[config.mk]
export PLATFORM = sky130hd
export DESIGN_NAME = lsu_controller
export DESIGN_NICKNAME = d
export VERILOG_FILES = /design/src/rtl/lsu_controller.sv
export SDC_FILE = /design/constraint.sdc
export NUM_CORES = 1
export LEC_CHECK = 0
export ABC_AREA = 0
export BUFFER_PORTS_ARGS = -buffer_cell sky130_fd_sc_hd__buf_2
export CORE_MARGIN = 2
export CORE_UTILIZATION = 40
export CTS_CLUSTER_SIZE = 14
export DETAILED_ROUTE_END_ITERATION = 7
export PLACE_DENSITY = 0.68
export SLEW_MARGIN = 5
export SYNTH_ARGS = -nofsm -noshare
export SYNTH_HDL_FRONTEND = slang
export SYNTH_SLANG_ARGS = --single-unit
[constraint.sdc]
create_clock -name clk -period 11 [get_ports clk]
set_input_delay 1.65 -clock clk [delete_from_list [all_inputs] [get_ports clk]]
set_output_delay 1.65 -clock clk [all_outputs]
set_load 0.01 [all_outputs]
[src/rtl/lsu_controller.sv]
// Memory-stage load/store sequencer: forms lane mask, aligned address and shifted store data,
// runs the request/accept/response handshake, stalls the pipeline and extends load results.
module lsu_controller #(
  parameter int unsigned MAX_WAIT = 15
) (
  input  logic        clk,
  input  logic        rst,
  input  logic        load,
  input  logic        store,
  input  logic [2:0]  funct3,
  input  logic [31:0] alu_out_address,
  input  logic [31:0] op_b,
  input  logic        valid,
  input  logic        data_valid,
  input  logic [31:0] wrap_load_in,
  output logic        request,
  output logic        we_re,
  output logic [3:0]  mask,
  output logic [31:0] mem_addr,
  output logic [31:0] store_data_out,
  output logic [31:0] wrap_load_out,
  output logic        stall,
  output logic        misaligned,
  output logic        timeout
);

  typedef enum logic [1:0] {StIdle, StReq, StWait, StDone} state_e;

  localparam logic [3:0] LastCnt = 4'(MAX_WAIT - 1);

  state_e      state_q, state_d;
  logic [31:0] addr_q, sdata_q, load_q, load_d;
  logic [2:0]  f3_q;
  logic [3:0]  mask_q, cnt_q, cnt_d;
  logic        we_q, timeout_q, timeout_d;
  logic        capture, load_cap;

  logic        access, is_b, is_h, mis;
  logic [3:0]  mask_new;
  logic [31:0] sdata_new;
  logic [7:0]  lane_b;
  logic [15:0] lane_h;

  assign access = load | store;
  // funct3[1:0] selects size; any encoding that is neither byte nor half is handled as a word
  assign is_b   = (funct3[1:0] == 2'b00);
  assign is_h   = (funct3[1:0] == 2'b01);
  assign mis    = (is_h & alu_out_address[0]) |
                  (~is_b & ~is_h & (alu_out_address[1:0] != 2'b00));

  always_comb begin
    mask_new  = 4'b1111;
    sdata_new = op_b;
    if (is_b) begin
      mask_new  = 4'b0001 << alu_out_address[1:0];
      sdata_new = {24'b0, op_b[7:0]} << {alu_out_address[1:0], 3'b000};
    end else if (is_h) begin
      mask_new  = 4'b0011 << {alu_out_address[1], 1'b0};
      sdata_new = {16'b0, op_b[15:0]} << {alu_out_address[1], 4'b0000};
    end
  end

  assign lane_b = wrap_load_in[{addr_q[1:0], 3'b000} +: 8];
  assign lane_h = wrap_load_in[{addr_q[1], 4'b0000} +: 16];

  always_comb begin
    unique case (f3_q)
      3'b000:  load_d = {{24{lane_b[7]}}, lane_b};
      3'b100:  load_d = {24'b0, lane_b};
      3'b001:  load_d = {{16{lane_h[15]}}, lane_h};
      3'b101:  load_d = {16'b0, lane_h};
      default: load_d = wrap_load_in;
    endcase
  end

  always_comb begin
    state_d   = state_q;
    cnt_d     = cnt_q;
    capture   = 1'b0;
    load_cap  = 1'b0;
    timeout_d = 1'b0;
    unique case (state_q)
      StIdle: begin
        if (access && !mis) begin
          state_d = StReq;
          capture = 1'b1;
          cnt_d   = 4'd0;
        end
      end
      StReq: begin
        cnt_d = cnt_q + 4'd1;
        if (valid) begin
          if (we_q) begin
            state_d = StDone;
          end else if (data_valid) begin
            state_d  = StDone;
            load_cap = 1'b1;
          end else begin
            state_d = StWait;
          end
        end else if (cnt_q == LastCnt) begin
          state_d   = StDone;
          timeout_d = 1'b1;
        end
      end
      StWait: begin
        cnt_d = cnt_q + 4'd1;
        if (data_valid) begin
          state_d  = StDone;
          load_cap = 1'b1;
        end else if (cnt_q == LastCnt) begin
          state_d   = StDone;
          timeout_d = 1'b1;
        end
      end
      default: state_d = StIdle;
    endcase
  end

  always_ff @(posedge clk or posedge rst) begin
    if (rst) begin
      state_q   <= StIdle;
      addr_q    <= '0;
      sdata_q   <= '0;
      load_q    <= '0;
      f3_q      <= '0;
      mask_q    <= '0;
      cnt_q     <= '0;
      we_q      <= 1'b0;
      timeout_q <= 1'b0;
    end else begin
      state_q   <= state_d;
      cnt_q     <= cnt_d;
      timeout_q <= timeout_d;
      if (capture) begin
        addr_q  <= alu_out_address;
        f3_q    <= funct3;
        sdata_q <= sdata_new;
        mask_q  <= mask_new;
        we_q    <= ~load;
      end
      if (load_cap) load_q <= load_d;
    end
  end

  assign request        = (state_q == StReq);
  assign we_re          = we_q;
  assign mask           = mask_q;
  assign mem_addr       = {addr_q[31:2], 2'b00};
  assign store_data_out = sdata_q;
  assign wrap_load_out  = load_q;
  assign timeout        = timeout_q;
  assign stall          = ~rst & (((state_q == StIdle) & access & ~mis) |
                                  (state_q == StReq) | (state_q == StWait));
  assign misaligned     = ~rst & (state_q == StIdle) & access & mis;

endmodule

Word level (Yosys, flattened, before mapping)
Index checks and enable logic that the tools add are counted.

storage, ports and cells
  word-level logic and storage cells = 75
  bits in registers = 111
  input port bits = 105

operators by class
  bitwise operators = 18
  equal/unequal tests = 8
  shift operators = 6
  mux-type cells = 24
  reductions and logical operators = 9
  $add $sub $neg = 1

operators by type and width
  cell                 number
  $pmux 32 s4          1
  $mux 32              2
  $shiftx 32x6->16     1
  $shiftx 32x6->8      1
  $shl 16x5->32        1
  $shl 8x5->32         1
  $mux 4               3
  $mux 1               10
  $and 1x1->1          9
  $mux 2               4
  $pmux 4 s2           1
  $eq 3x3->1 const B   2
  $pmux 2 s3           1
  $not 1->1            5
  $add 4x1->4 const B  1
  $eq 2x1->1 const B   2
  $eq 4x4->1 const B   1
  $logic_not 2->1      2
  $or 1x1->1           4
  $pmux 1 s2           2
  $reduce_bool 2->1    2
  $shl 1x2->4 const A  1
  $shl 2x2->4 const A  1
  $eq 3x1->1 const B   1
  7 further kinds      7

Depth between registers and ports, before layout
Gate-level depths: netlist of run 1.

  depth in word-level cells = 10
  gate-level depth with buffers = 8

Least setup slack after synthesis of run 1
No wires, ideal clock.

  path type = input to output
  start point = input alu_out_address[0]
  end point = output stall
  arrival time = 2.670 ns
  setup slack = 6.680 ns
  stages = 5
  buffers on the path = 2
  cells stage by stage = buf_2 -> o21ai_1 -> nand3_2 -> clkbuf_1 -> a31oi_1

on the way
  word-level cells in the longest chain between the ends = 8

RTL lines
  element            line  text
  start, declared    11    input logic [31:0] alu_out_address,
  $reduce_bool 2->1  49    (~is_b & ~is_h & (alu_out_address[1:0] != 2'b00));
  $and 1x1->1        49
  $or 1x1->1 *       48    assign mis = (is_h & alu_out_address[0]) |
  $not 1->1 *        153   assign stall = ~rst & (((state_q == StIdle) & access & ~mis) |
  $and 1x1->1 *      153
  $or 1x1->1 *       153
  $or 1x1->1 *       154   (state_q == StReq) | (state_q == StWait));
  $and 1x1->1 *      153
  end, declared      22    output logic stall,

Every way passes the cells marked *; elsewhere a longest branch is shown, timed or not.

Worst setup path after layout of run 1
  start point = input funct3[1]
  end point = output misaligned

on the way
  word-level cells in the longest chain between the ends = 6

RTL lines
  element                                        line    text
  start, declared                                10      input logic [2:0] funct3,
  $eq 2x1->1 or $logic_not 2->1 (tied branches)  47, 46
  $not 1->1                                      49
  $and 1x1->1 (2 in a row)                       49
  $or 1x1->1 *                                   48
  $and 1x1->1 *                                  155     assign misaligned = ~rst & (state_q == StIdle) & access & mis;
  end, declared                                  23      output logic misaligned,

Marks and branches as above.

==> results of run 1 <==
worst max-delay path: cells and delay by family:
kind / cells / cell delay [ps]
buffers and inverters: 2 / 520
AO/OA/AOI/OAI: 2 / 490
flip-flops by register name (all words and copies together), names as in the netlist:
register,count
addr_q,32
f3_q,3
store_data_out,32
cnt_q,4
state_q,2
timeout,1
we_re,1
mask,4
wrap_load_out,32
power by group:
| group | internal (mW) | switching, mW |
|---|---|---|
| Sequential | 0.602 | 0.142 |
| Clock | 0.170 | 0.144 |
| Combinational | 0.331 | 0.470 |
| Total | 1.10 | 0.756 |
layout make-up:
type                            instances  area share (%)
Clock buffer                           12            4.04
Clock inverter                          3           0.266
Inverter                               12           0.721
Multi-Input combinational cell        402            33.4
Sequential cell                       111            42.1
Tap cell                              176            3.34
Timing Repair Buffer                  211            16.2
stage by stage:
stage,cells,area [sq um],power (mW)
floorplan,589,5440,1.31
global placement,912,6310,1.53
detailed placement,912,6310,1.56
CTS,927,6600,1.88
global route,927,6600,2.00
finish,927,6600,1.86
cell usage after synthesis (all sizes together):
| library cell | number |
|---|---|
| o31ai | 3 |
| nand3b | 1 |
| dfrtp | 111 |
| nor2b | 1 |
| a31oi | 2 |
| o21bai | 1 |
| and3b | 2 |
| o21ai | 45 |
| a222oi | 14 |
| conb | 1 |
| mux2 | 6 |
| o211a | 1 |
| and3 | 10 |
| a22oi | 1 |
| nand2 | 166 |
| nand3 | 13 |
| o22ai | 4 |
| a21o | 2 |
| o21a | 2 |
| nand4b | 1 |
| a221oi | 9 |
| nand2b | 3 |
| and2 | 1 |
| or3 | 1 |
| nor2 | 47 |
| a221o | 8 |
| a32oi | 1 |
| a21oi | 28 |
| inv | 12 |
| ha | 7 |
| mux4 | 1 |
| clkbuf | 16 |
| nor3 | 4 |
| o211ai | 3 |
| buf | 48 |
| a2111oi | 1 |
| a211o | 2 |
| mux2i | 5 |
| nor3b | 3 |
| a211oi | 1 |
kinds of logic (layout without fill, tap and decap cells):
kind of cell / count (synthesis) / in the layout / share of synthesized area [%]
and+or+nand+nor: 253 / 253 / 19.7
AOI/OAI and AO/OA: 128 / 128 / 16.5
DFF: 111 / 111 / 51.1
buffers and inverters: 76 / 238 / 8.49
muxes: 12 / 12 / 2.58
adders and majority gates: 7 / 7 / 1.61
other: 1 / 2 / 0.0690
per-layer routing:
metal  global-route usage (%)  up-vias  part of all wire, %
met4                     7.19        0                  1.9
met3                     6.32       21                  9.5
met2                     35.1      225                   48
li1                         -     2310                    -
met5                        0        -                    0
met1                     25.2     2314                   41
final timing paths:
| check | cells after the start | slack, ps | to |
|---|---|---|---|
| max | 4 | 6680 | misaligned |
| min | 2 | 460 | store_data_out[2]$_DFFE_PP0P_ |
| max reg2reg | 4 | 8680 | wrap_load_out[5]$_DFFE_PP0P_ |
| min reg2reg | 2 | 460 | store_data_out[2]$_DFFE_PP0P_ |
| max in group asynchronous | 3 | 8400 | addr_q[31]$_DFFE_PP0P_ |
| min in group asynchronous | 2 | 1420 | timeout$_DFF_PP0_ |
==> out/qor_table.md, run 1 <==
| Stage | Quantity | This run |
|---|---|---|
| placed design | Worst setup slack before clock tree synthesis | 6690 ps |
| global routing | Overflow left after global routing | 0 |
| status | Status | finished clean |
| layout | Relative area change from synthesis to final layout | 21.3% |
| layout | Area of the multi-input gates | 0.00220 sq mm |
| layout | Number of filler cells placed in the layout | 1324 |
| logic synthesis | Unique cell type count in the Yosys netlist | 54 |
| logic synthesis | Mapped cell area | 0.00544 sq mm |
| die | Die Width | 121 um |
| layout | Final core occ | 49.8% |
| sta | Post-layout worst setup margin | 6680 ps |
| critical path | Required time of the critical path | 9350 ps |
| critical path | Cell at the slowest stage of the critical path | sky130_fd_sc_hd__buf_2 |
| critical path | Cells along the critical path | buf_2 > o21ai_1 > a211oi_1 > buf_2 |
| layout | Number of antenna repair diodes | 0 |
| layout | Net total in the final layout | 859 |
| sta | Final setup violating endpoints | 0 |
| detailed routing | Number of detailed-route iterations in the first pass | 5 |
| die | Die Span Y | 121 um |
| cts | Buffer levels on the longest clock path | 2 |
| global routing | Maximum number of pins on one net before global-route repair | 80 |
| cts | Clock Root Buffer | sky130_fd_sc_hd__clkbuf_16 |
| logic synthesis | Number of synthesized register bits | 111 |
| sta | Largest clock skew in the final design | 9.82 ps |
| cts | Number of clock sinks | 111 |
| die | Total I/O pin count | 210 |
| critical path | Max stage delay on crit path | 350 ps |
| die | Std-Cell Rows | 42 |
| sta | Minimum clock period after layout | 4320 ps |
| pwr | Lkg Pwr | 3.43 nW |
| sta | Max-slew violation total from the final report | 0 |
| run | Max-capacitance violation count | 0 |
| layout | Share of cells above drive strength 1 | 33.3% |
| pwr | Worst IR drop on VDD | 0.000113 V |
| logic synthesis | Register area share after synthesis | 51.1% |
| detailed routing | Number of nets with antenna violations after routing | 0 |
| die | Floorplan die area | 0.0145 sq mm |
| logic synthesis | Number of cells produced by synthesis | 588 |
| logic synthesis | Biggest area consumer among synthesized cells | sky130_fd_sc_hd__dfrtp_1 |
| detailed routing | Final routed wire length divided by cell count | 16.4 um |
| critical path | Category of the most critical setup path | in2out |
| critical path | Kind of end point of the critical path | primary output |
| cts | Total of hold buffers inserted after clock tree synthesis | 0 |
| cts | TritonCTS buffer count | 9 |
| hold path | Worst Hold Class | reg2reg |
| detailed routing | Post-detailed-route via-to-cell ratio | 5.25 |
| critical path | R2R Path Start | f3_q[1]$_DFFE_PP0P_ |
| logic synthesis | Largest cells by area after synthesis | sky130_fd_sc_hd__dfrtp_1 51%, sky130_fd_sc_hd__nand2_1 11%, sky130_fd_sc_hd__buf_4 5.1%, sky130_fd_sc_hd__nor2_1 3.2%, sky130_fd_sc_hd__o21ai_1 3.2% |
| placed design | Final HPWL DP | 10900 um |
| logic synthesis | Syn. warnings | 0 |
| logic synthesis | Share of Yosys cell area claimed by the top area cell type | 51.1% |
| placed design | I/O Buffers | 207 |
| global routing | Global-route total usage across every layer | 20.8% |
| sta | Slew at the pin closest to its max-slew limit | 1110 ps |
| global routing | Number of antenna violations at the first check in global routing | 0 |
| detailed routing | Vias after detailed routing | 4870 |
| layout | Most common cell after layout, fill and taps aside | sky130_fd_sc_hd__buf_2 |
| global routing | Via count of the first global-routing pass | 4719 |
| sta | Tcrit/Tclk final | 39.3% |
| critical path | Critical path origin | funct3[1] |
| sta | Remaining max-slew budget at the tightest pin | 25.2% |
| detailed routing | Number of DRC markers in iteration 0 | 331 |
| layout | Commonest cells after routing, fill and taps aside | 207 x sky130_fd_sc_hd__buf_2, 166 x sky130_fd_sc_hd__nand2_1, 111 x sky130_fd_sc_hd__dfrtp_1 |
| hold path | Hold path startpoint | store_data_out[2]$_DFFE_PP0P_ |
| layout | Storage cell area | 0.00278 sq mm |
| sta | Hold Slack | 462 ps |
| detailed routing | Post-Route WL | 15200 um |
| cts | Post CTS Setup Buffer Count | 0 |
| detailed routing | Total DRC errors in the routed layout | 0 |
| sta | Max Clk Rate | 231 MHz |
| die | Starting utilization of the core area | 41.1% |
| cts | Maximum level of the CTS H-tree | 3 |
| cts | Clock-pin slew reported for the worst setup and hold paths after clock tree synthesis | 70 ps |
| pwr | Pwr/cell area | 282 mW/mm^2 |
| placed design | Final weighted congestion of routability-driven global placement | 0.887 |
| critical path | Worst setup SP type | input port |
| sta | Setup Total Neg Slack | 0 ps |
| sta | RSZ-0062 raised after global routing | no |
| critical path | WP data arrival | 2670 ps |
| global routing | Global-route wire length before repair | 23800 um |
| die | Core region area | 0.0132 sq mm |
| logic synthesis | Mean area per synthesized cell | 9.25 sq um |
| cts | Post-CTS sizing | 0 |
| critical path | CP most frequent cell | sky130_fd_sc_hd__buf_2 |
| cts | Clock tree from TritonCTS | yes |
| sta | Final hold violations | 0 |
| cts | Clock insertion delay at the later pin of the skew report | 350 ps |
| critical path | Maximum fanout along the worst path | 25 |
No activity file was read; power rests on OpenSTA's default activity.
==> run 2: changes to the inputs <==
Clock period 11 ns to 4.4 ns, I/O delays scaled along.
==> run 2 against run 1 <==
Non-clock buffer count grew 2. Utilization up 0.057 points. Worst hold slack gained 7.2 ps. Total power rose by 150%. Clock-buffer cell count shrank 2. First-iteration DRC count up 3.0%. Worst setup slack got worse by 4800 ps. Clock power rose by 140%.
==> out/qor_table.md, run 2 (same netlist as run 1, synthesis figures left out) <==
| Stage | Quantity | This run |
|---|---|---|
| cts | Post CTS Setup Buffer Count | 0 |
| layout | Net total in the final layout | 861 |
| sta | Largest clock skew in the final design | 11.3 ps |
| layout | Most common cell after layout, fill and taps aside | sky130_fd_sc_hd__buf_2 |
| sta | RSZ-0062 raised after global routing | no |
| critical path | Maximum fanout along the worst path | 31 |
| die | Core region area | 0.0132 sq mm |
| global routing | Global-route wire length before repair | 23700 um |
| layout | Final cell count without fillers | 931 |
| critical path | WP data arrival | 2850 ps |
| detailed routing | Number of detailed-route iterations in the first pass | 8 |
| global routing | Via count of the first global-routing pass | 4659 |
| die | Die Width | 121 um |
| critical path | Category of the most critical setup path | reg2reg |
| die | Total I/O pin count | 210 |
| pwr | Lkg Pwr | 3.43 nW |
| sta | Max-slew violation total from the final report | 0 |
| sta | Final hold violations | 0 |
| pwr | Pwr/cell area | 699 mW/mm^2 |
| global routing | Overflow left after global routing | 0 |
| cts | Number of clock sinks | 111 |
| pwr | Worst IR drop on VDD | 0.000282 V |
| sta | Remaining max-slew budget at the tightest pin | 27.9% |
| placed design | Placed Cells | 914 |
| cts | TritonCTS buffer count | 9 |
| sta | Post-layout worst setup margin | 1830 ps |
| placed design | I/O Buffers | 207 |
| cts | Total of hold buffers inserted after clock tree synthesis | 0 |
| status | Status | finished clean |
| sta | Setup Total Neg Slack | 0 ps |
| global routing | Number of antenna violations at the first check in global routing | 1 |
| die | Std-Cell Rows | 42 |
| placed design | Final weighted congestion of routability-driven global placement | 0.870 |
| detailed routing | Final routed wire length divided by cell count | 16.2 um |
| sta | Tcrit/Tclk final | 58.4% |
| global routing | Global-route total usage across every layer | 20.6% |
| detailed routing | Number of nets with antenna violations after routing | 0 |
| cts | Clock insertion delay at the later pin of the skew report | 350 ps |
| layout | Post-route standard cell area excluding fillers | 0.00661 sq mm |
| cts | Post-CTS sizing | 0 |
| layout | Share of cells above drive strength 1 | 33.4% |
| critical path | Required time of the critical path | 4680 ps |
| cts | Clock-pin slew reported for the worst setup and hold paths after clock tree synthesis | 70 ps |
| detailed routing | Post-detailed-route via-to-cell ratio | 5.23 |
| cts | Clock tree from TritonCTS | yes |
| layout | Relative area change from synthesis to final layout | 21.5% |
| detailed routing | Post-Route WL | 15100 um |
| sta | Slew at the pin closest to its max-slew limit | 1080 ps |
| sta | Minimum clock period after layout | 2570 ps |
| critical path | Kind of end point of the critical path | register |
| cts | Buffer levels on the longest clock path | 2 |
| run | Max-capacitance violation count | 0 |
| detailed routing | Number of DRC markers in iteration 0 | 341 |
| cts | Clock Root Buffer | sky130_fd_sc_hd__clkbuf_16 |
| detailed routing | Total DRC errors in the routed layout | 0 |
| placed design | Worst setup slack before clock tree synthesis | 1780 ps |
| placed design | Placed standard-cell area | 0.00633 sq mm |
| layout | Commonest cells after routing, fill and taps aside | 207 x sky130_fd_sc_hd__buf_2, 166 x sky130_fd_sc_hd__nand2_1, 111 x sky130_fd_sc_hd__dfrtp_1 |
| cts | Maximum level of the CTS H-tree | 3 |
| die | Floorplan die area | 0.0145 sq mm |
| detailed routing | Vias after detailed routing | 4865 |
| placed design | Final HPWL DP | 11000 um |
| sta | Max Clk Rate | 389 MHz |
| global routing | Maximum number of pins on one net before global-route repair | 80 |
| die | Die Span Y | 121 um |
| critical path | Worst setup SP type | register |
| sta | Final setup violating endpoints | 0 |
| hold path | Worst Hold Class | reg2reg |
| die | Starting utilization of the core area | 41.1% |
[run 2: cell types whose count changed in the layout (fill, tap and decap cells not counted), sizes merged]
| cell | before | now |
|---|---|---|
| buf | 211 | 213 |
| clkbuf | 12 | 10 |
| clkinvlp | 1 | 3 |
| diode | 0 | 1 |
| inv | 12 | 13 |
[run 2: cell type report]
class,count,area (sq um)
fillers,1284,6640
flip-flops and latches,111,2780
diodes,1,2.50
repair buffers,213,1080
inverters,12,47.5
clock inverters,6,45.0
well taps,176,220
clock buffers,10,229
multi-input cells,402,2200
[run 2: path summary, 6_finish.rpt]
kind | startpoint | end | slack (ps) | cells past startpoint
worst min-delay path | addr_q[25]$_DFFE_PP0P_ | addr_q[25]$_DFFE_PP0P_ | 470 | 2
worst min register to register | addr_q[25]$_DFFE_PP0P_ | addr_q[25]$_DFFE_PP0P_ | 470 | 2
worst max-delay path | state_q[0]$_DFFE_PP0P_ | mask[0]$_DFFE_PP0P_ | 1830 | 7
worst max register to register | state_q[0]$_DFFE_PP0P_ | mask[0]$_DFFE_PP0P_ | 1830 | 7
min in group asynchronous | rst | we_re$_DFFE_PP0P_ | 480 | 2
max in group asynchronous | rst | store_data_out[26]$_DFFE_PP0P_ | 3000 | 3
[run 2: stage by stage]
step | util (%) | power, mW | hold slack, ps
floorplan | - | 3.28 | 447
global placement | 47.8 | 3.82 | 450
detailed placement | 47.8 | 3.89 | 455
CTS | 49.9 | 4.67 | 472
global route | 49.9 | 5.00 | 492
finish | 49.9 | 4.62 | 469
[run 2: worst max-delay path, stage by stage (launching register included)]
cell and delay, ps:
sky130_fd_sc_hd__dfrtp_1 420, sky130_fd_sc_hd__inv_1 120, sky130_fd_sc_hd__ha_1 260, sky130_fd_sc_hd__o21ai_1 200, sky130_fd_sc_hd__nor3_4 920, sky130_fd_sc_hd__buf_4 390
sky130_fd_sc_hd__nor2_1 70, sky130_fd_sc_hd__nor2_1 100
[run 2: report_power, final]
group          internal [mW]  switching [mW]  total, mW
Combinational          0.832            1.17       2.00
Sequential              1.50           0.348       1.85
Clock                  0.387           0.380      0.766
Total                   2.72            1.90       4.62
[run 2: routing by layer]
metal | vias up | global-route usage (%) | share of wire (%)
li1 | 2311 | - | -
met1 | 2301 | 26.6 | 41
met2 | 233 | 34.0 | 48
met3 | 20 | 5.14 | 9.1
met4 | 0 | 6.83 | 1.6
met5 | - | 0 | 0
==> run 3: changes to the inputs <==
Settings changed: ABC_AREA 0 to 1, PLACE_DENSITY 0.68 to 0.66.
Clock period 4.4 ns to 2.5 ns, I/O delays scaled along.
==> run 3 against run 2 <==
Die area grew 13%. Area after synthesis is 13% higher. Sequential share of layout area down 4.5 points. Critical endpoint is now misaligned. Largest cell class unchanged.
==> out/qor_table.md, run 3 <==
| Stage | Quantity | This run |
|---|---|---|
| status | Status | finished clean |
| critical path | CP most frequent cell | sky130_fd_sc_hd__inv_1 |
| pwr | Int Pwr | 4.93 mW |
| die | Core region area | 0.0151 sq mm |
| layout | Most common cell after layout, fill and taps aside | sky130_fd_sc_hd__nand2_1 |
| detailed routing | Highest routed layer | met4 |
| sta | Slew at the pin closest to its max-slew limit | 671 ps |
| critical path | Category of the most critical setup path | reg2out |
| sta | Max-slew violation total from the final report | 0 |
| critical path | Max stage delay on crit path | 420 ps |
| critical path | Cell at the slowest stage of the critical path | sky130_fd_sc_hd__dfrtp_1 |
| cts | Maximum level of the CTS H-tree | 3 |
| die | Floorplan die area | 0.0164 sq mm |
| sta | Minimum clock period after layout | 2230 ps |
| logic synthesis | Share of Yosys cell area claimed by the top area cell type | 45.1% |
| critical path | Largest delay contributor family on the critical path | buffers and inverters |
| critical path | Worst path bufs/invs | 3 |
| critical path | Maximum fanout along the worst path | 5 |
| critical path | WP data arrival | 1850 ps |
| hold path | Worst Hold Class | in2async |
| global routing | Global-route wire length before repair | 27500 um |
| layout | Share of cells above drive strength 1 | 25.3% |
| global routing | Overflow left after global routing | 0 |
| pwr | Relative contribution of sequential cells to total power | 36.1% |
| die | Die Width | 128 um |
| cts | Buffer levels on the longest clock path | 2 |
| logic synthesis | Top flip-flop cell by instance count after synthesis | sky130_fd_sc_hd__dfrtp_1 |
| critical path | Required time of the critical path | 2120 ps |
| logic synthesis | EDFF count, synth | 0 |
| critical path | Kind of end point of the critical path | primary output |
| global routing | Maximum number of pins on one net before global-route repair | 112 |
| detailed routing | Number of detailed-route iterations in the first pass | 5 |
| sta | Final setup violating endpoints | 0 |
| detailed routing | Number of DRC markers in iteration 0 | 450 |
| logic synthesis | Register area share after synthesis | 45.1% |
| detailed routing | Number of nets with antenna violations after routing | 0 |
| detailed routing | Routed length on met3 | 1280 um |
| logic synthesis | Post-synthesis share of cell area spent on xor and xnor gates | 0.142% |
| sta | Tcrit/Tclk final | 89.0% |
| detailed routing | Vias after detailed routing | 5839 |
| cts | Post CTS Setup Buffer Count | 0 |
| die | Std-Cell Rows | 45 |
| placed design | I/O Buffers | 207 |
| pwr | Switching Fraction | 43.2% |
| logic synthesis | Number of cells produced by synthesis | 871 |
| pwr | Portion of total power attributed to combinational logic | 46.9% |
| logic synthesis | Main combinational cell family by area after synthesis | simple AND/OR/NAND/NOR gates |
| logic synthesis | Largest cells by area after synthesis | sky130_fd_sc_hd__dfrtp_1 45%, sky130_fd_sc_hd__nand2_1 20%, sky130_fd_sc_hd__nand3_1 7.3%, sky130_fd_sc_hd__inv_1 5.7%, sky130_fd_sc_hd__buf_4 5.4% |
| placed design | Final weighted congestion of routability-driven global placement | 0.890 |
| logic synthesis | Commonest cells post-synth | 333 x sky130_fd_sc_hd__nand2_1, 111 x sky130_fd_sc_hd__dfrtp_1, 94 x sky130_fd_sc_hd__inv_1 |
| logic synthesis | Mapped cell area | 0.00616 sq mm |
| detailed routing | M1 WL | 7520 um |
| critical path | Cells along the critical path | inv_1 > ha_1 > inv_1 > nor4_1 > buf_2 |
| cts | Number of clock sinks | 111 |
| detailed routing | Post-Route WL | 17000 um |
| cts | Clock Root Buffer | sky130_fd_sc_hd__clkbuf_16 |
| layout | Relative area change from synthesis to final layout | 20.2% |
| pwr | Lkg Pwr | 4.41 nW |
| placed design | Placed Cells | 1210 |
| logic synthesis | Share of synthesized cell area in full adder, half adder and majority cells | 1.42% |
| sta | RSZ-0062 raised after global routing | no |
| sta | Remaining max-slew budget at the tightest pin | 55.2% |
| placed design | Final HPWL DP | 12200 um |
| detailed routing | Routed met2 length | 7870 um |
| detailed routing | Final routed wire length divided by cell count | 13.8 um |
| logic synthesis | Number of synthesized register bits | 111 |
| layout | Number of antenna repair diodes | 0 |
| logic synthesis | Syn. warnings | 0 |
| logic synthesis | Most common cell in the synthesized netlist | sky130_fd_sc_hd__nand2_1 |
| sta | Max Clk Rate | 449 MHz |
| sta | Setup Total Neg Slack | 0 ps |
| run | Max-capacitance violation count | 0 |
| cts | Post-CTS sizing | 0 |
| pwr | Worst IR drop on VDD | 0.000501 V |
| layout | Commonest cells after routing, fill and taps aside | 333 x sky130_fd_sc_hd__nand2_1, 207 x sky130_fd_sc_hd__buf_2, 111 x sky130_fd_sc_hd__dfrtp_1 |
| cts | Clock tree from TritonCTS | yes |
| detailed routing | Post-detailed-route via-to-cell ratio | 4.76 |
| die | Die Span Y | 128 um |
| detailed routing | Total DRC errors in the routed layout | 0 |
| cts | Clock-pin slew reported for the worst setup and hold paths after clock tree synthesis | 80 ps |
| cts | Total of hold buffers inserted after clock tree synthesis | 0 |
| cts | TritonCTS buffer count | 9 |
| layout | Number of filler cells placed in the layout | 1543 |
| global routing | Via count of the first global-routing pass | 5490 |
| pwr | Net switching power | 3.75 mW |
| cts | Clock insertion delay at the later pin of the skew report | 360 ps |
| logic synthesis | Mean area per synthesized cell | 7.07 sq um |
| sta | Largest clock skew in the final design | 6.08 ps |
| die | Total I/O pin count | 210 |
| layout | Final cell count without fillers | 1226 |
| logic synthesis | Biggest area consumer among synthesized cells | sky130_fd_sc_hd__dfrtp_1 |
| pwr | Clock power share | 17.0% |
| die | Starting utilization of the core area | 40.7% |
| logic synthesis | Unique cell type count in the Yosys netlist | 28 |
| logic synthesis | Ys async rst share | 100% |
| critical path | Worst setup SP type | register |
| sta | Final hold violations | 0 |
| logic synthesis | Share of synthesized area spent on multiplexers | 0% |
| global routing | Global-route total usage across every layer | 21.1% |
| logic synthesis | Share of the synthesized area in compound gates (AO/OA/AOI/OAI) | 5.32% |
| layout | Net total in the final layout | 1145 |
| pwr | Pwr/cell area | 1170 mW/mm^2 |
| logic synthesis | Post-synthesis share of cell area spent on and, or, nand and nor gates | 34.6% |
| global routing | Number of antenna violations at the first check in global routing | 0 |
-- run 3: changes by cell type after synthesis, moves of 9 or more --
cell	delta
sky130_fd_sc_hd__a221oi_1	-9
sky130_fd_sc_hd__and3_1	-10
sky130_fd_sc_hd__a21oi_1	+14
sky130_fd_sc_hd__or2_2	+17
sky130_fd_sc_hd__buf_2	+13
sky130_fd_sc_hd__inv_1	+84
sky130_fd_sc_hd__nand2_1	+167
sky130_fd_sc_hd__clkbuf_1	-10
sky130_fd_sc_hd__nand3_1	+78
sky130_fd_sc_hd__nor2_1	+24
sky130_fd_sc_hd__a222oi_1	-14
sky130_fd_sc_hd__o21ai_1	-23
-- run 3: metrics by stage --
step / setup slack [ps] / util, % / power (mW) / hold WS, ps / instance area [sq um]
after floorplan: 616 / - / 6.09 / 450 / 6170
after global placement: 468 / 46.9 / 7.20 / 458 / 7100
after detailed placement: 408 / 46.9 / 7.27 / 460 / 7100
after CTS: 291 / 48.9 / 8.77 / 189 / 7400
after global routing: 188 / 48.9 / 9.47 / 197 / 7400
final: 274 / 48.9 / 8.67 / 179 / 7400
-- run 3: path summary, 6_finish.rpt --
| kind | startpoint | to | slack (ps) | depth (start not counted) |
|---|---|---|---|---|
| max | state_q[0]$_DFFE_PP0P_ | misaligned | 270 | 5 |
| min in group clk | alu_out_address[13] | addr_q[13]$_DFFE_PP0P_ | 200 | 3 |
| max reg2reg | state_q[0]$_DFFE_PP0P_ | mask[3]$_DFFE_PP0P_ | 410 | 8 |
| min reg2reg | addr_q[8]$_DFFE_PP0P_ | addr_q[8]$_DFFE_PP0P_ | 480 | 2 |
| max in group asynchronous | rst | wrap_load_out[29]$_DFFE_PP0P_ | 1810 | 3 |
| min | rst | we_re$_DFFE_PP0P_ | 180 | 3 |
-- run 3: logic make-up (layout without fill, tap and decap cells) --
| family | Yosys count | after routing |
|---|---|---|
| XOR/XNOR | 1 | 1 |
| AO/OA/AOI/OAI | 63 | 63 |
| adder cells (fa/ha/maj) | 7 | 7 |
| flip-flops | 111 | 111 |
| AND/OR/NAND/NOR | 520 | 520 |
| buffers and inverters | 168 | 334 |
| other | 1 | 2 |
-- run 3: worst register-to-register path, stage by stage, from the launching register on --
cell	delay, ps
sky130_fd_sc_hd__dfrtp_1	400
sky130_fd_sc_hd__inv_1	120
sky130_fd_sc_hd__ha_1	250
sky130_fd_sc_hd__inv_1	120
sky130_fd_sc_hd__nor2_1	70
sky130_fd_sc_hd__nand2_2	140
sky130_fd_sc_hd__buf_4	570
sky130_fd_sc_hd__nor2_1	140
sky130_fd_sc_hd__nand3b_1	190
-- run 3: cell type report --
type | instances | area (sq um) | share of cell area (%)
sequential | 111 | 2780 | 37.5
tap | 188 | 235 | 3.18
multi-input combinational | 593 | 2560 | 34.6
timing repair buffer | 219 | 1150 | 15.5
inverter | 99 | 375 | 5.07
clock inverter | 7 | 75.1 | 1.01
clock buffer | 9 | 225 | 3.04
-- run 3: power by group through the flow --
stage | clock [mW] | sequential (mW) | combinational [mW]
after floorplan | 0 | 3.34 | 2.75
after global placement | 0 | 3.16 | 4.04
after detailed placement | 0 | 3.16 | 4.11
after CTS | 1.51 | 3.14 | 4.12
after global routing | 1.58 | 3.25 | 4.65
final | 1.47 | 3.14 | 4.07
-- run 3: metal layers --
| metal | up-vias | track usage [%] |
|---|---|---|
| met5 | - | 0 |
| met4 | 0 | 6.98 |
| met3 | 19 | 4.84 |
| met2 | 216 | 33.6 |
| met1 | 2656 | 28.6 |
| li1 | 2948 | - |
